[config.mk]
export PLATFORM = sky130hd
export DESIGN_NAME = i2c_rx_framer_flat
export DESIGN_NICKNAME = d
export VERILOG_FILES = /design/src/rtl/i2c_rx_framer_if.sv /design/src/rtl/i2c_rx_framer.sv /design/src/flat_wrapper.sv
export SDC_FILE = /design/constraint.sdc
export NUM_CORES = 1
export LEC_CHECK = 0
export CAP_MARGIN = 10
export CORE_MARGIN = 2
export CORE_UTILIZATION = 36
export DETAILED_ROUTE_END_ITERATION = 10
export SYNTH_ARGS = -nofsm -noshare
export SYNTH_HDL_FRONTEND = slang
export SYNTH_SLANG_ARGS = --single-unit
[constraint.sdc]
create_clock -name clk -period 1.6 [get_ports clk]
set_input_delay 0.4 -clock clk [delete_from_list [all_inputs] [get_ports clk]]
set_output_delay 0.4 -clock clk [all_outputs]
set_load 0.01 [all_outputs]
[src/rtl/i2c_rx_framer_if.sv]
// i2c_rx_framer_if: bus-side inputs and framed-byte outputs of the I2C receive framer
interface i2c_rx_framer_if;
    logic       scl_in;
    logic       sda_in;
    logic       rising_edge_found;
    logic       falling_edge_found;
    logic [7:0] rx_data;
    logic       byte_valid;
    logic       start_found;
    logic       stop_found;
    logic       framing_error;
    logic       sda_ack_low;
    logic       busy;

    modport slave (
        input  scl_in, sda_in, rising_edge_found, falling_edge_found,
        output rx_data, byte_valid, start_found, stop_found, framing_error, sda_ack_low, busy
    );

    modport master (
        output scl_in, sda_in, rising_edge_found, falling_edge_found,
        input  rx_data, byte_valid, start_found, stop_found, framing_error, sda_ack_low, busy
    );
endinterface

[src/rtl/i2c_rx_framer.sv]
// i2c_rx_framer: detects START/STOP, deserialises MSB-first bytes and drives the 9th-clock ACK
module i2c_rx_framer #(
    parameter bit ACK_ENABLE = 1'b1
) (
    input logic            clk,
    input logic            n_rst,
    i2c_rx_framer_if.slave bus
);
    typedef enum logic [1:0] {IDLE, SHIFT, ACK_WAIT, ACK_DRIVE} state_t;

    state_t     state;
    logic [3:0] bit_cnt;
    logic [7:0] shift_reg;
    logic       sda_prev;
    logic       start;
    logic       stop;
    logic       mid_byte;

    always_comb begin
        start    = bus.scl_in & sda_prev & ~bus.sda_in;
        stop     = bus.scl_in & ~sda_prev & bus.sda_in;
        mid_byte = (state == SHIFT && bit_cnt != 4'd0) || state == ACK_WAIT;
    end

    // START/STOP outrank any SCL edge pulse arriving in the same cycle
    always_ff @(posedge clk) begin
        if (n_rst) begin
            state             <= IDLE;
            bit_cnt           <= 4'd0;
            shift_reg         <= 8'd0;
            sda_prev          <= 1'b1;
            bus.rx_data       <= 8'd0;
            bus.byte_valid    <= 1'b0;
            bus.start_found   <= 1'b0;
            bus.stop_found    <= 1'b0;
            bus.framing_error <= 1'b0;
            bus.sda_ack_low   <= 1'b0;
            bus.busy          <= 1'b0;
        end else begin
            sda_prev          <= bus.sda_in;
            bus.byte_valid    <= 1'b0;
            bus.start_found   <= 1'b0;
            bus.stop_found    <= 1'b0;
            bus.framing_error <= 1'b0;
            if (start) begin
                bus.start_found   <= 1'b1;
                bus.framing_error <= mid_byte;
                bus.sda_ack_low   <= 1'b0;
                bus.busy          <= 1'b1;
                bit_cnt           <= 4'd0;
                state             <= SHIFT;
            end else if (stop && state != IDLE) begin
                bus.stop_found    <= 1'b1;
                bus.framing_error <= mid_byte;
                bus.sda_ack_low   <= 1'b0;
                bus.busy          <= 1'b0;
                state             <= IDLE;
            end else begin
                case (state)
                    SHIFT: if (bus.rising_edge_found) begin
                        shift_reg <= {shift_reg[6:0], bus.sda_in};
                        bit_cnt   <= bit_cnt + 4'd1;
                        if (bit_cnt == 4'd7) begin
                            bus.rx_data    <= {shift_reg[6:0], bus.sda_in};
                            bus.byte_valid <= 1'b1;
                            state          <= ACK_WAIT;
                        end
                    end
                    ACK_WAIT: if (bus.falling_edge_found) begin
                        bus.sda_ack_low <= ACK_ENABLE;
                        state           <= ACK_DRIVE;
                    end
                    ACK_DRIVE: if (bus.falling_edge_found) begin
                        bus.sda_ack_low <= 1'b0;
                        bit_cnt         <= 4'd0;
                        state           <= SHIFT;
                    end
                    default: ;
                endcase
            end
        end
    end
endmodule

[src/flat_wrapper.sv]
// flat-port wrapper written by rule: the top's interface ports become plain ports
module i2c_rx_framer_flat 
#(
    parameter bit ACK_ENABLE = 1'b1
)
  (clk, n_rst, bus_scl_in, bus_sda_in, bus_rising_edge_found, bus_falling_edge_found, bus_rx_data, bus_byte_valid, bus_start_found, bus_stop_found, bus_framing_error, bus_sda_ack_low, bus_busy);
  i2c_rx_framer_if bus_i ();
  input logic clk;
  input logic n_rst;
  input wire logic [$bits(bus_i.scl_in)-1:0] bus_scl_in;
  input wire logic [$bits(bus_i.sda_in)-1:0] bus_sda_in;
  input wire logic [$bits(bus_i.rising_edge_found)-1:0] bus_rising_edge_found;
  input wire logic [$bits(bus_i.falling_edge_found)-1:0] bus_falling_edge_found;
  output wire logic [$bits(bus_i.rx_data)-1:0] bus_rx_data;
  output wire logic [$bits(bus_i.byte_valid)-1:0] bus_byte_valid;
  output wire logic [$bits(bus_i.start_found)-1:0] bus_start_found;
  output wire logic [$bits(bus_i.stop_found)-1:0] bus_stop_found;
  output wire logic [$bits(bus_i.framing_error)-1:0] bus_framing_error;
  output wire logic [$bits(bus_i.sda_ack_low)-1:0] bus_sda_ack_low;
  output wire logic [$bits(bus_i.busy)-1:0] bus_busy;
  assign bus_i.scl_in = bus_scl_in;
  assign bus_i.sda_in = bus_sda_in;
  assign bus_i.rising_edge_found = bus_rising_edge_found;
  assign bus_i.falling_edge_found = bus_falling_edge_found;
  assign bus_rx_data = bus_i.rx_data;
  assign bus_byte_valid = bus_i.byte_valid;
  assign bus_start_found = bus_i.start_found;
  assign bus_stop_found = bus_i.stop_found;
  assign bus_framing_error = bus_i.framing_error;
  assign bus_sda_ack_low = bus_i.sda_ack_low;
  assign bus_busy = bus_i.busy;
  i2c_rx_framer #(.ACK_ENABLE(ACK_ENABLE)) u_core (.clk(clk), .n_rst(n_rst), .bus(bus_i));
endmodule
Word-level counts from Yosys, hierarchy flattened --
Index checks and enable logic that the tools add are counted.
Word-level totals: register bits 28, input port bits 6, output and inout bits 14, logic and storage cells 74
Operators by class: $add $sub $neg 1, equal/unequal tests 12, multiplexer cells 20, bitwise operators 10, reduce and logical (&&, ||, !) cells 19
Operator list (number):
- AND reduction 5 bit | 3
- != test 4 x 3 -> 1 bit (second input constant) | 3
- two-way mux 1 bit | 11
- two-way mux 2 bit | 4
- two-way mux 4 bit | 2
- != test 2 bit (second input constant) | 4
- one-hot mux 4 bit (2 select lines) | 1
- AND reduction 4 bit | 2
- nonzero test 2 bit | 4
- NOT 1 bit | 6
- one-hot mux 2 bit (3 select lines) | 1
- nonzero test 5 bit | 1
- OR reduction 5 bit | 1
- adder 4 x 1 -> 4 bit (second input constant) | 1
- AND 1 bit | 4
- == test 2 bit (second input constant) | 2
- == test 4 x 3 -> 1 bit (second input constant) | 1
- != test 4 x 2 -> 1 bit (second input constant) | 1
- nonzero test 4 bit | 1
- AND reduction 3 bit | 1
- nonzero test 3 bit | 1
- OR reduction 3 bit | 1
- == test 2 x 1 -> 1 bit (second input constant) | 1
- logical AND 1 bit | 2
- other kinds (3) | 3

Logic depth before layout (Yosys ltp) --
Gate-level depths: netlist of the first run.
word-level depth 6, mapped depth 6, depth with buffers taken out 5

Least setup slack after synthesis of the first run --
Ideal clock, no wire load.
path kind in2reg, start point in bus_sda_in, end point reg u_core.bus.rx_data[0], setup time 0.128 ns, arrival time 1.242 ns, data required time 1.472 ns, path slack 0.231 ns, stages on the path 5, cell sequence xor2_1 a211oi_1 buf_4 mux2i_1 nor2_1
On the way: cells in the longest elaborated chain, start to end 4, elaborated cells between the ends (all ways) 7
Ends and longest elaborated chain:
- start: declaration | line flat_wrapper.sv:11 | input wire logic [$bits(bus_i.sda_in)-1:0] bus_sda_in;
- AND 1 bit or NOT 1 bit (tied branches) | line i2c_rx_framer.sv:21, i2c_rx_framer.sv:20
- logical AND 1 bit or AND 1 bit (tied branches) | line i2c_rx_framer.sv:52, i2c_rx_framer.sv:20
- NOT 1 bit (no source line)
- AND reduction 5 bit (no source line)
- end signal: assignment | line i2c_rx_framer.sv:64 | bus.rx_data <= {shift_reg[6:0], bus.sda_in};
- end: declaration | line i2c_rx_framer_if.sv:17 | output rx_data, byte_valid, start_found, stop_found, framing_error, sda_ack_low, busy
Several ways; a longest one is shown, not always the timed one. A chain may end at the register's enable or synchronous reset.

Worst setup path after layout of the first run --
start point in bus_rising_edge_found, end point reg u_core.bit_cnt[3]
On the way: cells in the longest elaborated chain, start to end 2
Ends and longest elaborated chain:
- start: declaration | line flat_wrapper.sv:12 | input wire logic [$bits(bus_i.rising_edge_found)-1:0] bus_rising_edge_found;
- != test 2 bit (no source line)
- AND reduction 4 bit (no source line)
- end signal: assignment | line i2c_rx_framer.sv:62 | bit_cnt <= bit_cnt + 4'd1;
- end: declaration | line i2c_rx_framer.sv:12 | logic [3:0] bit_cnt;
No other way between the ends.

==> results.txt, run 1 <==
----------------------------------------------------
[Synth]
  Synth top area cells ... dfxtp_1 (50%), mux2i_1 (13%), nor2_1 (7.6%)
  Count of flip-flops with a built-in enable after synthesis ... 0
  Leading post-synthesis cells by instance count ... dfxtp_1 (28), nor2_1 (23), mux2i_1 (15), nand2_1 (7), a21oi_1 (5)
  Mean instance size in the synthesized netlist ... 9.667 sq um
  Count of yosys warnings during synthesis ... 0
  Main flop type after synthesis ... dfxtp_1
  Number of distinct standard cells referenced by the synthesized netlist ... 35
  Share of the synthesized area in the top cell type ... 49.56%
  Fraction of the yosys area taken by sequential cells ... 49.56%
  Async S/R FF share, synth ... 0%
  Instance count of the mapped netlist ... 117
  Syn nets ... 125
  Synth area leader ... dfxtp_1
  Most numerous cell in the Yosys netlist ... dfxtp_1
  Netlist area before placement ... 1131 sq um
  Post-synthesis register bit count ... 28

[STA]
  Count of pins over their slew limit ... 0
  Slew of the pin with the lowest slew margin ... 0.3241 ns
  Count of endpoints failing hold in the final timing report ... 0
  Period utilization ... 96.94%
  Hold Worst Slack ... 0.4678 ns
  Setup repair after global routing missed its margin ... false
  Fin Clk Skew ... 0.002331 ns
  Upper clock frequency limit ... 644.8 MHz
  Final number of setup-violating endpoints ... 0
  Period minus WS final ... 1.551 ns
  Min setup slack post-route ... 0.04902 ns
  Worst-case headroom to the max-slew limit ... 78.37%

[Cells and area]
  Share of layout cells above drive strength 1 ... 21.02%
  Largest register FFs ... 8
  Fill cells ... 303
  Nets ... 166
  Diodes inserted ... 0
  Core occupancy in the finished layout ... 53.06%
  Synthesis-to-finish area growth ... 42.04%

[Clock tree]
  Number of CTS-inserted buffers ... 3
  CTS tree ... yes
  Number of buffers on the longest clock path ... 2
  Root Buffer Master ... clkbuf_4
  Clock latency reported for the late side of the worst-skew pair ... 0.33 ns
  CTS H-tree depth ... 1
  Clk slew on worst S/H paths ... 0.15 ns
  Sink Count ... 28

[Critical path]
  Required time worst endpoint ... 1.86 ns
  CP bufs+invs ... 1
  Critical Path, Cell by Cell ... clkdlybuf4s50_1 > nor2b_2 > nand4_1 > or4_1 > a31oi_1
  Crit path arrival time ... 1.81 ns
  Largest driver fanout on the critical path ... 3
  Number of cells traversed by the worst register-to-register path ... 6
  Largest stage delay on the critical path ... 0.54 ns
  Endpoint type of the worst setup path ... flop
  Number of stages on the worst setup path ... 5
  Launching element of the worst setup path ... bus_rising_edge_found
  Reg-to-reg critical path startpoint ... u_core.bit_cnt[1]
  Slowest stage cell, crit path ... clkdlybuf4s50_1
  Worst setup path class ... in -> reg
  Setup crit start kind ... input pin
  CP delay by family, top ... simple AND/OR/NAND/NOR gates

[Floorplanning]
  Boundary pin count ... 20
  Die boundary height ... 60.05 um
  Number of rows in the core area ... 20
  Effective utilization at floorplan ... 37.36%
  Die ar. ... 3606 sq um
  Core area ... 3028 sq um
  X dimension of the die ... 60.05 um

[Place]
  Half-perimeter wire length after placement ... 1.774 mm
  RePlAce Congestion ... 0.8337
  Place WS ... -0.3194 ns
  Number of buffers added on ports ... 19

[GRT]
  Grt ovf ... 0
  Number of antenna violations at the first check in global routing ... 0
  Number of global-route vias before repair ... 930
  Largest net degree at the start of global routing ... 18
  Wire length of the first global-routing pass ... 3.870 mm
  Global-route usage over all layers ... 14.29%

[Routing]
  Number of detailed-routing iterations run before antenna repair ... 4
  Routed WL per cell ... 11.79 um
  Post-route ant nets ... 0
  Aggregate routed wire length ... 2.370 mm
  Residual DRC count ... 0
  Initial DRC count ... 15
  Routed vias ... 935
  Via-to-Cell Ratio ... 4.652

[Power]
  Lkg Pwr ... 0.0006783 uW
  Pwr/cell area ... 798.0 nW/um^2
  Peak supply drop ... 0.4332 mV

[Min path]
  Hold Path Origin ... u_core.bus.busy
  Number of instances on the worst hold path ... 2
  Worst Hold Class ... reg -> reg

[Run status]
  Run status ... complete, no violations

[Job]
  Max capacitance violation total ... 0

----------------------------------------------------
## final timing paths
check | slack [ns] | end
setup / recovery | 0.05 | u_core.bit_cnt[3]
hold / removal | 0.47 | u_core.bus.busy
setup reg to reg | 0.12 | u_core.bus.rx_data[0]
hold reg to reg | 0.47 | u_core.bus.busy
## worst min-delay path, stage by stage, from the launching register on
cell and delay [ns]:
dfxtp_1 0.34, nand2_1 0.05, a21oi_1 0.05
## where the power goes
part           leakage [uW]  switching, uW  internal, uW
clock network     0.0000279            209           253
logic              0.000423           48.7          59.4
registers          0.000228           8.14           704
total              0.000678            266          1020
## placed cells by master, fill, tap and decap left out, drive strengths merged, types with 4 or more instances in the layout
master,netlist,final
buf,1,21
mux2i,15,15
clkdlybuf4s50,0,4
nand3b,4,4
nor2,23,23
dlygate4sd2,0,13
dfxtp,28,28
a21oi,6,6
nand2,7,7
## logic make-up (layout without fill, tap and decap cells)
kind of cell / after synthesis / after routing / synth area share (%)
XOR/XNOR: 1 / 1 / 0.7745
flip-flops: 28 / 28 / 49.56
buffers and inverters: 7 / 47 / 2.765
multiplexers: 15 / 15 / 13.27
adder cells (fa/ha/maj): 2 / 2 / 2.212
AND/OR/NAND/NOR: 48 / 48 / 22.13
AO/OA/AOI/OAI: 16 / 16 / 9.293
## metrics by stage
| stage | std cells | setup TNS [ns] | instance area [sq um] | total power [uW] |
|---|---|---|---|---|
| after global routing | 201 | 0 | 1607 | 1342 |
| after CTS | 200 | 0 | 1573 | 1305 |
| after floorplan | 117 | 0 | 1131 | 768.4 |
| final | 201 | 0 | 1607 | 1282 |
| after detailed placement | 196 | -6.385 | 1536 | 839.0 |
| after global placement | 196 | -6.007 | 1536 | 837.4 |
## repair_timing
action                                  in CTS  in global routing
endpoints found under the hold margin        0                  0
endpoints found under the setup margin      13                  9
gates cloned                                 0                  0
pin swaps                                    0                  2
resized for setup                           13                  8
hold buffers                                 0                  0
buffers inserted                             0                  1
## cell type report
class                   instances  area [sq um]  area share [%]
multi-input cells              82         556.8           34.66
inverters                       3         11.26          0.7009
repair buffers                 40         365.4           22.74
well taps                      44         55.05           3.427
flip-flops and latches         28         565.5           35.20
clock inverters                 1         30.03           1.869
clock buffers                   3         22.52           1.402
## metal layers
layer	share of wire, %	vias to the layer above	wire length, um	global-route usage [%]
li1	-	484	-	-
met1	47	430	1119	17.11
met2	49	17	1164	25.00
met3	2.0	4	48	3.463
met4	1.6	0	38	4.444
met5	0	-	0	0
No activity file was read; power rests on OpenSTA's default activity.
==> inputs of run 2 (changes only) <==
Settings changed: CAP_MARGIN 10 to 20, SETUP_SLACK_MARGIN set to 0.4.
==> run 2 against run 1 <==
  * Sequential power about the same
  * Count of clock-buffer cells in the layout unchanged
  * Non-clock buffer count is 11 higher
  * Largest cell class is now multi-input gates
  * Critical path depth grew 1
  * Sequential share of layout area decreased by 3.1 points
  * Hold slack improved by 0.013 ns
  * Register-to-register slack hardly changed
  * Worst setup slack gained 0.062 ns
  * Cell area increased by 15%
  * Clock skew barely moved
  * Critical path type is now reg -> reg
  * Final cell count up 5.5%
  * Critical endpoint is now u_core.bus.rx_data[7]
  * Wire length increased by 20%
==> results.txt, run 2 (same netlist as run 1, synthesis figures left out) <==
----------------------------------------------------
[Run status]
  Run status ... complete, no violations (unchanged)

[Cells and area]
  Share of layout cells above drive strength 1 ... 50.60% (was 21.02%)
  Synthesis-to-finish area growth ... 62.94% (was 42.04%)
  Multi-input gate area ... 641.9 sq um (was 556.8 sq um)
  Largest register FFs ... 8 (unchanged)
  Most common library cell in the layout ignoring fill and taps ... nor2_1 (was dfxtp_1)
  Most frequent cells in the layout ... nor2_1 (23), buf_6 (22), buf_4 (18) (was dfxtp_1 (26), nor2_1 (23), buf_4 (18))
  Area used by sequential logic in the layout ... 591.8 sq um (was 565.5 sq um)
  Fill cells ... 265 (was 303)
  Nets ... 177 (was 166)
  Diodes inserted ... 0 (unchanged)

[Power]
  Sequential fraction of design power ... 54.7% (was 55.5%)
  Clk pwr share ... 35.8% (was 36.0%)
  Internal power ... 1016 uW (about the same)
  Overall power ... 1296 uW (was 1282 uW)
  Fraction of power spent switching nets ... 21.55% (was 20.72%)
  Peak supply drop ... 0.5749 mV (was 0.4332 mV)
  Lkg Pwr ... 0.0007237 uW (was 0.0006783 uW)
  Pwr/cell area ... 703.0 nW/um^2 (was 798.0 nW/um^2)
  Share of power burned in combinational logic ... 9.5% (was 8.4%)
  Switch Pwr ... 279.2 uW (was 265.6 uW)

[GRT]
  Number of global-route vias before repair ... 977 (was 930)
  Largest net degree at the start of global routing ... 17 (was 18)
  Grt ovf ... 0 (unchanged)
  Number of antenna violations at the first check in global routing ... 0 (unchanged)
  Wire length of the first global-routing pass ... 4.519 mm (was 3.870 mm)
  Global-route usage over all layers ... 17.14% (was 14.29%)

[Place]
  Number of buffers added on ports ... 19 (unchanged)
  Half-perimeter wire length after placement ... 1.758 mm (was 1.774 mm)
  RePlAce Congestion ... 0.8331 (was 0.8337)

[STA]
  Slew of the pin with the lowest slew margin ... 0.3372 ns (was 0.3241 ns)
  Hold Worst Slack ... 0.4813 ns (was 0.4678 ns)
  Upper clock frequency limit ... 671.7 MHz (was 644.8 MHz)
  Count of endpoints failing hold in the final timing report ... 0 (unchanged)
  Worst-case headroom to the max-slew limit ... 77.48% (was 78.37%)
  Period utilization ... 93.05% (was 96.94%)
  Final number of setup-violating endpoints ... 0 (unchanged)
  Accumulated negative setup slack ... 0 ns (unchanged)
  Count of pins over their slew limit ... 0 (unchanged)
  Period minus WS final ... 1.489 ns (was 1.551 ns)
  Fin Clk Skew ... 0.002270 ns (was 0.002331 ns)
  Setup repair after global routing missed its margin ... true (was false)

[Routing]
  Initial DRC count ... 44 (was 15)
  Post-route ant nets ... 0 (unchanged)
  Routed WL per cell ... 13.39 um (was 11.79 um)
  Routed vias ... 1020 (was 935)
  Number of detailed-routing iterations run before antenna repair ... 4 (unchanged)
  Aggregate routed wire length ... 2.839 mm (was 2.370 mm)
  Residual DRC count ... 0 (unchanged)
  Via-to-Cell Ratio ... 4.811 (was 4.652)

[Floorplanning]
  Effective utilization at floorplan ... 37.36% (unchanged)
  Number of rows in the core area ... 20 (unchanged)
  Core area ... 3028 sq um (unchanged)
  Die ar. ... 3606 sq um (unchanged)
  Boundary pin count ... 20 (unchanged)
  Die boundary height ... 60.05 um (unchanged)
  X dimension of the die ... 60.05 um (unchanged)

[Clock tree]
  Root Buffer Master ... clkbuf_4 (unchanged)
  CTS tree ... yes (unchanged)
  Hold-fix buffers at CTS ... 0 (unchanged)
  Number of buffers on the longest clock path ... 2 (unchanged)
  CTS H-tree depth ... 1 (unchanged)
  Clock latency reported for the late side of the worst-skew pair ... 0.33 ns (about the same)
  Sink Count ... 28 (unchanged)
  Number of CTS-inserted buffers ... 3 (unchanged)
  Clk slew on worst S/H paths ... 0.15 ns (about the same)

[Critical path]
  RR Endpoint ... u_core.bus.rx_data[7] (was u_core.bus.rx_data[0])
  Largest driver fanout on the critical path ... 4 (was 3)
  Number of cells traversed by the worst register-to-register path ... 6 (unchanged)
  Reg2Reg Setup Slack ... 0.11 ns (was 0.12 ns)
  Setup crit end ... u_core.bus.rx_data[7] (was u_core.bit_cnt[3])
  Crit path arrival time ... 1.73 ns (was 1.81 ns)
  Launching element of the worst setup path ... u_core.bit_cnt[1] (was bus_rising_edge_found)
  Setup crit start kind ... flop (was input pin)
  Reg-to-reg critical path startpoint ... u_core.bit_cnt[1] (unchanged)
  Required time worst endpoint ... 1.84 ns (was 1.86 ns)
  Worst setup path class ... reg -> reg (was in -> reg)
  Endpoint type of the worst setup path ... flop (unchanged)

[Job]
  Max capacitance violation total ... 0 (unchanged)

[Min path]
  Worst Hold Class ... reg -> reg (unchanged)
  Hold Path Origin ... u_core.bus.busy (unchanged)

----------------------------------------------------
[run 2: cell count changes in the layout (fill, tap and decap cells not counted), moves of 2 or more]
cell             previous run  this run
dfxtp_2                     1        10
dfxtp_4                     1         5
dlymetal6s2s_1              2         0
dlygate4sd2_1              13         3
dfxtp_1                    26        13
buf_6                       1        22
buf_2                       0         4
clkdlybuf4s50_1             4         1
[run 2: what timing repair did]
| item | 4_1_cts | 5_1_grt |
|---|---|---|
| endpoints found under the setup margin | 41 | 39 |
| gates cloned | 1 | 0 |
| pin swaps | 7 | 19 |
| setup buffers | 10 | 6 |
| resized for setup | 92 | 24 |
[run 2: cell type report]
type	count	area share [%]
clock inverters	1	1.629
clock buffers	3	1.222
multi-input cells	82	34.83
inverters	3	0.6110
repair buffers	51	26.61
flip-flops and latches	28	32.11
well taps	44	2.987
[run 2: power by group through the flow]
stage	sequential, uW	combinational, uW	clock (uW)
after CTS	713	115	479
after global placement	728	109	0
after global routing	710	132	507
final	709	123	463
after detailed placement	728	111	0
after floorplan	726	49.5	0
[run 2: how the worst min path moves through the flow]
stage / to / slack, ns / cells past startpoint
after floorplan: u_core.shift_reg[6] / 0.46 / 2
after global placement: u_core.bus.busy / 0.45 / 2
after detailed placement: u_core.bus.busy / 0.45 / 2
after CTS: u_core.bus.busy / 0.48 / 2
after global routing: u_core.bus.busy / 0.51 / 2
final: u_core.bus.busy / 0.48 / 2
[run 2: metal layers]
| metal | GRT usage (%) | wire (um) | up-vias |
|---|---|---|---|
| met5 | 0 | 0 | - |
| met4 | 7.619 | 44 | 0 |
| met3 | 3.463 | 119 | 6 |
| met2 | 27.02 | 1373 | 30 |
| met1 | 22.53 | 1301 | 479 |
| li1 | - | - | 505 |
[run 2: worst max-delay path, cell delays in order, from the launching register on]
cell      delay (ns)
dfxtp_4         0.39
ha_4            0.13
nand3b_1        0.11
a211oi_2        0.31
buf_4           0.22
mux2i_1         0.19
nor2_1          0.05
[run 2: metrics by stage]
stage	setup WS [ns]	area (sq um)	cells	util [%]
3_3_place_gp	-0.3795	1539	191	50.83
6_report	0.1112	1843	212	60.87
3_5_place_dp	-0.4527	1539	191	50.83
5_1_grt	0.02161	1843	212	60.87
2_1_floorplan	0.2955	1176	117	-
4_1_cts	0.1327	1723	206	56.90
